===== src/rtl/pcs_link_sequencer.sv =====
// Power-up, acquisition-retry and link-status sequencer driving the PCS receive Synchronization block.
// Latency: all outputs registered, valid in the cycle the state register holds the state; link_ok rises STABLE_CYCLES after first good sync.
// Backpressure: none; status is level-sampled every cycle. Optional macro PCS_LINK_SEQ_HOLDOFF_EN filters LINK_UP sync loss.
module pcs_link_sequencer #(
    parameter int RST_CYCLES     = 4,
    parameter int ACQ_TIMEOUT    = 64,
    parameter int STABLE_CYCLES  = 8,
    parameter int MAX_RETRIES    = 3,
    parameter int CNT_W          = 8,
    parameter int HOLDOFF_CYCLES = 4
) (
    input  logic             clk_i,
    input  logic             mr_main_reset_i,
    input  logic             power_good_i,
    input  logic             mr_restart_i,
    input  logic             code_sync_status_i,
    output logic             sync_power_on_o,
    output logic             sync_reset_o,
    output logic             link_ok_o,
    output logic             link_fault_o,
    output logic [1:0]       retry_count_o,
    output logic [CNT_W-1:0] sync_loss_count_o,
    output logic [2:0]       seq_state_o
);

    typedef enum logic [2:0] {
        ST_OFF       = 3'd0,
        ST_POWER_UP  = 3'd1,
        ST_ACQUIRE   = 3'd2,
        ST_LINK_WAIT = 3'd3,
        ST_LINK_UP   = 3'd4,
        ST_RESTART   = 3'd5,
        ST_FAULT     = 3'd6
    } state_t;

    localparam int TMR_MAX0 = (ACQ_TIMEOUT > RST_CYCLES) ? ACQ_TIMEOUT : RST_CYCLES;
    localparam int TMR_MAX1 = (TMR_MAX0 > STABLE_CYCLES) ? TMR_MAX0 : STABLE_CYCLES;
    localparam int TMR_MAX  = (TMR_MAX1 > HOLDOFF_CYCLES) ? TMR_MAX1 : HOLDOFF_CYCLES;
    localparam int TMR_W    = $clog2(TMR_MAX + 1);

    localparam logic [TMR_W-1:0] RST_LAST = TMR_W'(RST_CYCLES - 1);
    localparam logic [TMR_W-1:0] ACQ_LAST = TMR_W'(ACQ_TIMEOUT - 1);
    // The ACQUIRE exit sample is the first good sample, so LINK_WAIT needs one fewer.
    localparam logic [TMR_W-1:0] STB_LAST = TMR_W'(STABLE_CYCLES - 2);
`ifdef PCS_LINK_SEQ_HOLDOFF_EN
    localparam logic [TMR_W-1:0] HLD_LAST = TMR_W'(HOLDOFF_CYCLES - 1);
`endif
    localparam logic [1:0]       RETRY_MAX = 2'(MAX_RETRIES);

    state_t             state_q, state_d;
    logic [TMR_W-1:0]   timer_q, timer_d;
    logic [1:0]         retry_q, retry_d;
    logic [CNT_W-1:0]   loss_q, loss_d;
    logic               tmr_clr;
    logic               pwr_q, srst_q, ok_q, fault_q;

    always_comb begin
        state_d = state_q;
        retry_d = retry_q;
        loss_d  = loss_q;
        tmr_clr = 1'b0;
        if (!power_good_i) begin
            state_d = ST_OFF;
        end else if (mr_restart_i && (state_q != ST_OFF)) begin
            state_d = ST_RESTART;
            retry_d = 2'd0;
        end else begin
            case (state_q)
                ST_OFF:      state_d = ST_POWER_UP;
                ST_POWER_UP,
                ST_RESTART: begin
                    if (timer_q >= RST_LAST) state_d = ST_ACQUIRE;
                end
                ST_ACQUIRE: begin
                    if (code_sync_status_i) begin
                        state_d = ST_LINK_WAIT;
                    end else if (timer_q >= ACQ_LAST) begin
                        if (retry_q < RETRY_MAX) begin
                            retry_d = retry_q + 2'd1;
                            state_d = ST_RESTART;
                        end else begin
                            state_d = ST_FAULT;
                        end
                    end
                end
                ST_LINK_WAIT: begin
                    if (!code_sync_status_i) begin
                        state_d = ST_ACQUIRE;
                    end else if (timer_q >= STB_LAST) begin
                        state_d = ST_LINK_UP;
                        retry_d = 2'd0;
                    end
                end
                ST_LINK_UP: begin
`ifdef PCS_LINK_SEQ_HOLDOFF_EN
                    // Timer counts consecutive zero samples; any good sample restarts it.
                    if (code_sync_status_i) begin
                        tmr_clr = 1'b1;
                    end else if (timer_q >= HLD_LAST) begin
                        state_d = ST_ACQUIRE;
                        loss_d  = (loss_q == '1) ? loss_q : loss_q + CNT_W'(1);
                    end
`else
                    if (!code_sync_status_i) begin
                        state_d = ST_ACQUIRE;
                        loss_d  = (loss_q == '1) ? loss_q : loss_q + CNT_W'(1);
                    end
`endif
                end
                ST_FAULT:    state_d = ST_FAULT;
                default:     state_d = ST_OFF;
            endcase
        end
        timer_d = ((state_d != state_q) || tmr_clr) ? '0 : timer_q + 1'b1;
    end

    always_ff @(posedge clk_i) begin
        if (!mr_main_reset_i) begin
            state_q <= ST_OFF;
            timer_q <= '0;
            retry_q <= 2'd0;
            loss_q  <= '0;
            pwr_q   <= 1'b0;
            srst_q  <= 1'b1;
            ok_q    <= 1'b0;
            fault_q <= 1'b0;
        end else begin
            state_q <= state_d;
            timer_q <= timer_d;
            retry_q <= retry_d;
            loss_q  <= loss_d;
            pwr_q   <= (state_d != ST_OFF);
            srst_q  <= (state_d == ST_OFF) || (state_d == ST_POWER_UP) ||
                       (state_d == ST_RESTART) || (state_d == ST_FAULT);
            ok_q    <= (state_d == ST_LINK_UP);
            fault_q <= (state_d == ST_FAULT);
        end
    end

    assign sync_power_on_o   = pwr_q;
    assign sync_reset_o      = srst_q;
    assign link_ok_o         = ok_q;
    assign link_fault_o      = fault_q;
    assign retry_count_o     = retry_q;
    assign sync_loss_count_o = loss_q;
    assign seq_state_o       = state_q;

endmodule

===== config.mk =====
export PLATFORM = sky130hd
export DESIGN_NAME = pcs_link_sequencer
export DESIGN_NICKNAME = d
export VERILOG_FILES = /design/src/rtl/pcs_link_sequencer.sv
export SDC_FILE = /design/constraint.sdc
export NUM_CORES = 1
export LEC_CHECK = 0
export CAP_MARGIN = 40
export CORE_ASPECT_RATIO = 0.5
export CORE_MARGIN = 2
export CORE_UTILIZATION = 30
export CTS_BUF_LIST = sky130_fd_sc_hd__clkbuf_4
export DETAILED_ROUTE_END_ITERATION = 8
export SLEW_MARGIN = 20
export SYNTH_ARGS = -nofsm -noshare
export SYNTH_HDL_FRONTEND = slang
export SYNTH_SLANG_ARGS = --single-unit

===== constraint.sdc =====
create_clock -name clk_i -period 5.8 [get_ports clk_i]
set_clock_uncertainty 0.05 [all_clocks]
set_input_delay 1.16 -clock clk_i [delete_from_list [all_inputs] [get_ports clk_i]]
set_output_delay 1.16 -clock clk_i [all_outputs]
set_load 0.005 [all_outputs]

==> results.json, run 1 <==
{
  "tightestPinTransition_ns": 0.833,
  "fillCellCount": 460,
  "use_met3_pct": 2.53,
  "min_path_cells": 2,
  "hold-path-endpoint": "retry_count_o[1]",
  "hold_viol": 0,
  "final_nets": 191,
  "grt_pass1_vias": 1162,
  "synthXorXnorAreaFrac_pct": 9.24,
  "die_area_um2": 5290,
  "synth_edf_count": 0,
  "arrival_ns": 3.26,
  "grt_util_met1_pct": 18.1,
  "synth.cell_area_um2": 1410,
  "clk_pin_slew_ns": 0.14,
  "synth_seq_cells": 24,
  "via_per_inst": 5.16,
  "h-tree-depth": 1,
  "relSlewSlack_pct": 43.1,
  "p_leak_nw": 0.655,
  "synth_mux_area_share_pct": 0.710,
  "drt.antenna.violating_nets": 0,
  "ys_types": 50,
  "netlist.area_leader.share_pct": 34.1,
  "holdWs_ns": 0.451,
  "antenna_found_initial": 0,
  "synth_area_leaders": "dfxtp_1, xnor2_1, nand2_1, and2_1, ha_1",
  "fin_setup_tns_ns": 0,
  "grtUsageTotal_pct": 13.1,
  "setup_viol_count_final": 0,
  "synthesis.nets": 173,
  "r2r-end": "sync_reset_o",
  "wirelength_um": 3040,
  "slew_violations": 0,
  "cts_sinks": 24,
  "outcome": "finished, final reports clean",
  "io_pins": 22,
  "grt_overflow": 0,
  "cts_tree": "done",
  "drt-initial-drc-count": 85,
  "r2r-start": "timer_q[0]",
  "path_class": "input port to flip-flop",
  "cts_buffers": 3,
  "clockBufferDepth": 2,
  "start_util_pct": 31.5,
  "synth_compound_area_share_pct": 19.0,
  "drcViolationCount": 0,
  "dp_hpwl_um": 2230,
  "fin_crit_ns": 3.06,
  "cts_hold_buffers": 0,
  "wire_per_inst_um": 12.8,
  "portBuffers": 21,
  "synth_fa_ha_area_share_pct": 3.55,
  "gp_congestion": 0.834,
  "yosysMostFrequentCell": "dfxtp_1",
  "cp-end-kind": "flip-flop",
  "rows": 17,
  "grt_pass1_wl_um": 5530,
  "diodes": 0,
  "grt_max_degree": 20,
  "die_x_um": 101,
  "synth_top_area_cell": "dfxtp_1",
  "drt_first_pass_iters": 4,
  "syn_avg_cell_area_um2": 8.59,
  "top_usage_layer": "met2",
  "cts_root_buf": "clkbuf_4",
  "fp.coreArea_um2": 4470,
  "required_ns": 6.00,
  "clk_latency_ns": 0.32,
  "fmax_mhz": 327,
  "yosysWarningCount": 0,
  "path_max_fanout": 9,
  "synth_top_family_by_area": "simple AND/OR/NAND/NOR gates",
  "max-cap-violations": 0,
  "min_from": "retry_count_o[1]",
  "synthSimpleGateAreaFrac_pct": 29.7,
  "fin_crit_sh_pct": 52.7,
  "post-cts-setup-buffers": 0,
  "die_y_um": 52.5,
  "synth_common_cells": "dfxtp_1, nand2_1, and2_1, xnor2_1, nor2_1",
  "ff2ff_path_depth": 7,
  "synthFlopType": "dfxtp_1",
  "synthToLayoutAreaGrowth_pct": 21.3,
  "rsz0062_at_grt": "no",
  "vias": 1229,
  "ys_seq_area_share_pct": 34.1,
  "setup.worst_path.start_class": "input port",
  "async_reset_ff_share_pct": 0,
  "peakVddDrop_mv": 0.0668,
  "cts_resized": 0,
  "drive_gt1_share_pct": 7.73,
  "syn-instance-count": 164,
  "use_met2_pct": 21.1,
  "hold_class": "flip-flop to flip-flop",
  "worst-r2r-setup-slack_ns": 3.21,
  "power.density_nw_per_um2": 194
}
==> how the worst max path moves through the flow <==
| stage | end | slack [ns] | start |
|---|---|---|---|
| 2_1_floorplan | sync_loss_count_o[7] | 3.13 | code_sync_status_i |
| 3_3_place_gp | timer_q[1] | 2.47 | code_sync_status_i |
| 3_5_place_dp | timer_q[0] | 2.42 | code_sync_status_i |
| 4_1_cts | timer_q[0] | 2.78 | code_sync_status_i |
| 5_1_grt | sync_reset_o | 2.59 | code_sync_status_i |
| 6_report | timer_q[0] | 2.74 | code_sync_status_i |
==> worst max-delay path, cell delays in order <==
cell,delay (ns)
clkdlybuf4s50_1,0.68
nand4b_1,0.18
a2bb2oi_1,0.20
o211a_1,0.22
a31oi_1,0.52
nor4b_2,0.30
==> sequential cells by signal, indices dropped and copies added, names as in the netlist <==
register           cells
sync_loss_count_o      8
timer_q                7
seq_state_o            3
retry_count_o          2
link_fault_o           1
link_ok_o              1
sync_power_on_o        1
sync_reset_o           1
==> area by class of cell <==
type | count | area [um2] | share of cell area [%]
tap | 57 | 71.3 | 4.17
clock buffer | 3 | 22.5 | 1.32
clock inverter | 1 | 30.0 | 1.76
timing repair buffer | 21 | 210 | 12.3
inverter | 5 | 18.8 | 1.10
sequential | 24 | 480 | 28.1
multi-input combinational | 127 | 876 | 51.2
==> kinds of logic after synthesis <==
family / after synthesis
AOI/OAI and AO/OA: 35
xor gates and xnor gates: 14
adders and majority gates: 4
buffers and inverters: 13
DFF: 24
muxes: 1
and+or+nand+nor: 73
==> power breakdown <==
group          leakage, nW  internal (mW)  switching [mW]
Sequential           0.194          0.168         0.00612
Clock               0.0279         0.0699          0.0537
Combinational        0.433         0.0152          0.0188
==> through the flow <==
stage / setup WS (ns) / util (%) / area (um2) / total power [mW] / cells
CTS: 2.78 / 38.3 / 1710 / 0.339 / 238
global route: 2.59 / 38.3 / 1710 / 0.352 / 238
global placement: 2.47 / 37.1 / 1660 / 0.211 / 234
detailed placement: 2.42 / 37.1 / 1660 / 0.211 / 234
floorplan: 3.13 / - / 1410 / 0.200 / 164
finish: 2.74 / 38.3 / 1710 / 0.331 / 238
==> per-layer routing <==
metal | vias up | routed length [um] | part of all wire (%)
met5 | - | 0 | 0
met4 | 0 | 11 | 0.36
met3 | 2 | 86 | 2.8
met2 | 22 | 1380 | 45
met1 | 581 | 1560 | 51
li1 | 624 | - | -
==> cells in the final DEF, fill, tap and decap left out, types with 2 or more instances in the layout <==
| cell | synthesis | final |
|---|---|---|
| and3_1 | 6 | 6 |
| nand2_1 | 19 | 19 |
| a21oi_1 | 4 | 4 |
| o21a_1 | 2 | 2 |
| xnor2_1 | 10 | 10 |
| o22ai_1 | 2 | 2 |
| nand2b_1 | 2 | 2 |
| clkbuf_4 | 0 | 3 |
| nor4b_2 | 2 | 2 |
| nand4_1 | 4 | 4 |
| and2_1 | 10 | 10 |
| a21boi_0 | 2 | 2 |
| nor3_1 | 6 | 6 |
| dfxtp_1 | 24 | 24 |
| clkdlybuf4s50_1 | 0 | 21 |
| nand3_1 | 4 | 4 |
| nor2_1 | 8 | 8 |
| xor2_1 | 3 | 3 |
| o21ai_0 | 7 | 7 |
| inv_1 | 5 | 5 |
| ha_1 | 4 | 4 |
| and4_1 | 2 | 2 |
| o21ai_1 | 2 | 2 |
| nor2b_1 | 3 | 3 |
Power figures use the tool's default switching activity.
==> run 2, diff against run 1 <==
==> constraint.sdc (replaced) <==
create_clock -name clk_i -period 2.8 [get_ports clk_i]
set_clock_uncertainty 0.05 [all_clocks]
set_input_delay 0.56 -clock clk_i [delete_from_list [all_inputs] [get_ports clk_i]]
set_output_delay 0.56 -clock clk_i [all_outputs]
set_load 0.005 [all_outputs]
==> results.json, run 2 (synthesis results as in run 1) <==
{
  "hold_class": "flip-flop to flip-flop",
  "drcViolationCount": 0,
  "path_class": "flip-flop to flip-flop",
  "path_max_fanout": 9,
  "final_common_cell": "dfxtp_1",
  "peakVddDrop_mv": 0.182,
  "grt_max_degree": 19,
  "rows": 17,
  "place_area_um2": 1690,
  "slew_violations": 0,
  "drt_first_pass_iters": 4,
  "antenna_found_initial": 0,
  "final_nets": 196,
  "wire_per_inst_um": 12.7,
  "grt_pass1_wl_um": 5290,
  "cts_buffers": 3,
  "cts_tree": "done",
  "setup.worst_path.start_class": "flip-flop",
  "hold_viol": 0,
  "cp-end-kind": "flip-flop",
  "cp_top_family": "compound AO/OA/AOI/OAI gates",
  "synthToLayoutAreaGrowth_pct": 24.0,
  "die_area_um2": 5290,
  "total_power_mw": 0.692,
  "fp.coreArea_um2": 4470,
  "p_leak_nw": 0.679,
  "relSlewSlack_pct": 61.3,
  "setup_viol_count_final": 0,
  "wirelength_um": 3080,
  "required_ns": 2.98,
  "cp_num_buf_inv": 1,
  "io_pins": 22,
  "start_util_pct": 31.5,
  "drt.antenna.violating_nets": 0,
  "power.density_nw_per_um2": 396,
  "via_per_inst": 5.07,
  "tightestPinTransition_ns": 0.576,
  "drive_gt1_share_pct": 10.2,
  "die_y_um": 52.5,
  "cts_resized": 0,
  "grtUsageTotal_pct": 12.7,
  "drt-initial-drc-count": 127,
  "max-cap-violations": 0,
  "rsz0062_at_grt": "no",
  "fin_setup_tns_ns": 0,
  "cp_cell_sequence": "ha_1 > a211o_1 > o2111a_1 > a2111oi_0 > buf_4 > nor4_2 > xor2_1 > nand2_1",
  "post-cts-setup-buffers": 0,
  "cts_root_buf": "clkbuf_4",
  "crit_slowest_cell": "dfxtp_1",
  "diodes": 0,
  "clockBufferDepth": 2,
  "die_x_um": 101,
  "crit_path_max_incr_delay_ns": 0.53,
  "grt_overflow": 0,
  "clk_latency_ns": 0.32,
  "layout.cells.most_common_list": "dfxtp_1, clkdlybuf4s50_1, nand2_1",
  "dp_hpwl_um": 2310,
  "cts_sinks": 24,
  "clk_pin_slew_ns": 0.14,
  "fmax_mhz": 422,
  "vias": 1232,
  "fin_crit_ns": 2.37,
  "portBuffers": 21,
  "cts_hold_buffers": 0,
  "grt_pass1_vias": 1107,
  "largest_register_ffs": 8,
  "arrival_ns": 2.55,
  "gp_congestion": 0.801,
  "outcome": "finished, final reports clean",
  "post-route-cell-area_um2": 1750,
  "h-tree-depth": 1,
  "fin_crit_sh_pct": 84.6
}
-- run 2: metrics by stage --
stage                     utilization (%)  setup WS [ns]  cells  hold slack (ns)
final                                39.1          0.430    243            0.466
after global routing                 39.1          0.254    243            0.499
after CTS                            39.1          0.427    243            0.469
after detailed placement             37.9          0.154    239            0.450
after global placement               37.9          0.233    239            0.432
after floorplan                         -          0.685    164            0.429
-- run 2: tightest hold or removal path: cells and delay by family (launching register included) --
family / cells / cell delay (ns)
flops: 1 / 0.36
compound gates: 1 / 0.06
simple gates: 1 / 0.06
-- run 2: layer usage --
metal | vias up | global-route usage, % | share of wire (%)
met2 | 19 | 20.7 | 44
li1 | 631 | - | -
met4 | 0 | 4.95 | 1.4
met3 | 4 | 2.93 | 2.5
met1 | 578 | 16.6 | 52
met5 | - | 0 | 0
-- run 2: worst paths after layout --
check | start | endpoint | slack (ns) | cells after the start
setup / recovery | timer_q[1] | sync_reset_o | 0.43 | 8
hold / removal | retry_count_o[0] | retry_count_o[0] | 0.47 | 2
setup reg to reg | timer_q[1] | sync_reset_o | 0.43 | 8
hold reg to reg | retry_count_o[0] | retry_count_o[0] | 0.47 | 2
-- run 2: area by class of cell --
cell class | count | area, um2
Multi-Input combinational cell | 127 | 876
Inverter | 5 | 18.8
Tap cell | 57 | 71.3
Fill cell | 466 | 2720
Timing Repair Buffer | 26 | 248
Sequential cell | 24 | 480
Clock inverter | 1 | 30.0
Clock buffer | 3 | 22.5
-- run 2: where the power goes --
part | switching, mW | total, mW | leakage [nW] | internal, mW
sequential | 0.0127 | 0.360 | 0.194 | 0.347
combinational | 0.0387 | 0.0748 | 0.457 | 0.0361
clock | 0.113 | 0.258 | 0.0279 | 0.145
total | 0.164 | 0.692 | 0.679 | 0.528
==> run 3, diff against run 2 <==
==> constraint.sdc (replaced) <==
create_clock -name clk_i -period 2.25 [get_ports clk_i]
set_clock_uncertainty 0.05 [all_clocks]
set_input_delay 0.45 -clock clk_i [delete_from_list [all_inputs] [get_ports clk_i]]
set_output_delay 0.45 -clock clk_i [all_outputs]
set_load 0.005 [all_outputs]
==> results.json, run 3 (synthesis results as in run 1) <==
{
  "outcome": "finished, final reports clean",
  "die_area_um2": 5290,
  "via_per_inst": 5.01,
  "cts_resized": 0,
  "drt-initial-drc-count": 72,
  "diodes": 0,
  "cp_num_buf_inv": 1,
  "cp.depth": 7,
  "fin_util_pct": 41.7,
  "clk_latency_ns": 0.32,
  "drt.antenna.violating_nets": 0,
  "place_inst": 252,
  "antenna_found_initial": 0,
  "drcViolationCount": 0,
  "cp-startpoint": "timer_q[2]",
  "multi_input_area_um2": 891,
  "cts_buffers": 3,
  "crit_slowest_cell": "dfxtp_1",
  "grt_pass1_vias": 1168,
  "crit_path_max_incr_delay_ns": 0.51,
  "cp_cell_sequence": "and4_1 > o2111a_1 > a2111oi_0 > buf_4 > nor4_2 > xor2_1 > nand2_1",
  "die_y_um": 52.5,
  "cts_root_buf": "clkbuf_4",
  "arrival_ns": 2.35,
  "rsz0062_at_grt": "no",
  "r2r-start": "timer_q[2]",
  "grt_pass1_wl_um": 5220,
  "drt_first_pass_iters": 4,
  "gp_congestion": 0.783,
  "grt_util_met1_pct": 16.3,
  "min_path_cells": 2,
  "cts_hold_buffers": 0,
  "dp_hpwl_um": 2360,
  "largest_register_ffs": 8,
  "required_ns": 2.43,
  "hold_viol": 0,
  "cp-end-kind": "flip-flop",
  "post-cts-setup-buffers": 0,
  "fmax_mhz": 460,
  "h-tree-depth": 1,
  "peakVddDrop_mv": 0.224,
  "wire_per_inst_um": 12.4,
  "portBuffers": 21,
  "layout.cells.most_common_list": "dfxtp_1, clkdlybuf4s50_1, nand2_1",
  "use_met2_pct": 21.3,
  "top_usage_layer": "met2",
  "clk_pin_slew_ns": 0.13,
  "drive_gt1_share_pct": 18.1,
  "slew_violations": 0,
  "hold_class": "flip-flop to flip-flop",
  "fp.coreArea_um2": 4470,
  "p_leak_nw": 0.749,
  "rows": 17,
  "holdWs_ns": 0.463,
  "tightestPinTransition_ns": 0.406,
  "cts_sinks": 24,
  "setup_viol_count_final": 0,
  "cts_tree": "done",
  "io_pins": 22,
  "grt_overflow": 0,
  "grtUsageTotal_pct": 12.5,
  "fillCellCount": 443,
  "die_x_um": 101,
  "min_from": "retry_count_o[1]",
  "cp_top_family": "simple AND/OR/NAND/NOR gates",
  "setup.worst_path.start_class": "flip-flop",
  "grt_max_degree": 19,
  "wirelength_um": 3180,
  "power.density_nw_per_um2": 468,
  "fin_crit_ns": 2.17,
  "ff2ff_path_depth": 7,
  "finalNonFillerCells": 256,
  "vias": 1282,
  "start_util_pct": 31.5,
  "final_nets": 209,
  "seqCellArea_um2": 482,
  "use_met3_pct": 2.93,
  "final_common_cell": "dfxtp_1",
  "fin_crit_sh_pct": 96.6,
  "path_class": "flip-flop to flip-flop",
  "path_max_fanout": 8,
  "max-cap-violations": 0,
  "clockBufferDepth": 2,
  "synthToLayoutAreaGrowth_pct": 32.1,
  "relSlewSlack_pct": 72.7
}
run 3: changes by cell type in the layout (fill, tap and decap cells not counted):
| cell | delta |
|---|---|
| nor4_2 | +1 |
| o21ai_1 | -1 |
| dfxtp_1 | -1 |
| a211oi_2 | +1 |
| dfxtp_2 | +1 |
| o21ai_2 | +1 |
| a211oi_1 | -1 |
| nor4_1 | -1 |
| buf_4 | +13 |
run 3: worst min-delay path, stage by stage (launching register included):
cell,delay [ns]
dfxtp_1,0.35
nand2_1,0.06
o22ai_1,0.07
run 3: routing by layer:
metal,wire [um],up-vias
met5,0,-
met4,0,0
met3,131,0
met2,1480,26
met1,1570,595
li1,-,661
run 3: final timing paths:
kind | to | slack (ns)
worst min-delay path | retry_count_o[1] | 0.46
worst min register to register | retry_count_o[1] | 0.46
worst max register to register | sync_reset_o | 0.08
worst max-delay path | sync_reset_o | 0.08
run 3: final cells by class:
type	count	area share, %
repair buffers	39	18.6
flip-flops and latches	24	25.9
clock inverters	1	1.61
clock buffers	3	1.21
inverters	5	1.01
multi-input cells	127	47.9
well taps	57	3.83
run 3: metrics by stage:
stage	setup TNS, ns	total power, mW	instance area (um2)	setup slack [ns]
floorplan	0	0.515	1410	0.135
global placement	-0.739	0.562	1790	-0.126
detailed placement	-0.945	0.563	1790	-0.179
CTS	0	0.882	1840	0.0671
global route	0	0.912	1860	0.00582
finish	0	0.871	1860	0.0768
run 3: power breakdown:
part / switching (mW) / internal, mW
sequential: 0.00964 / 0.432
combinational: 0.0585 / 0.0562
clock: 0.134 / 0.180
total: 0.202 / 0.669
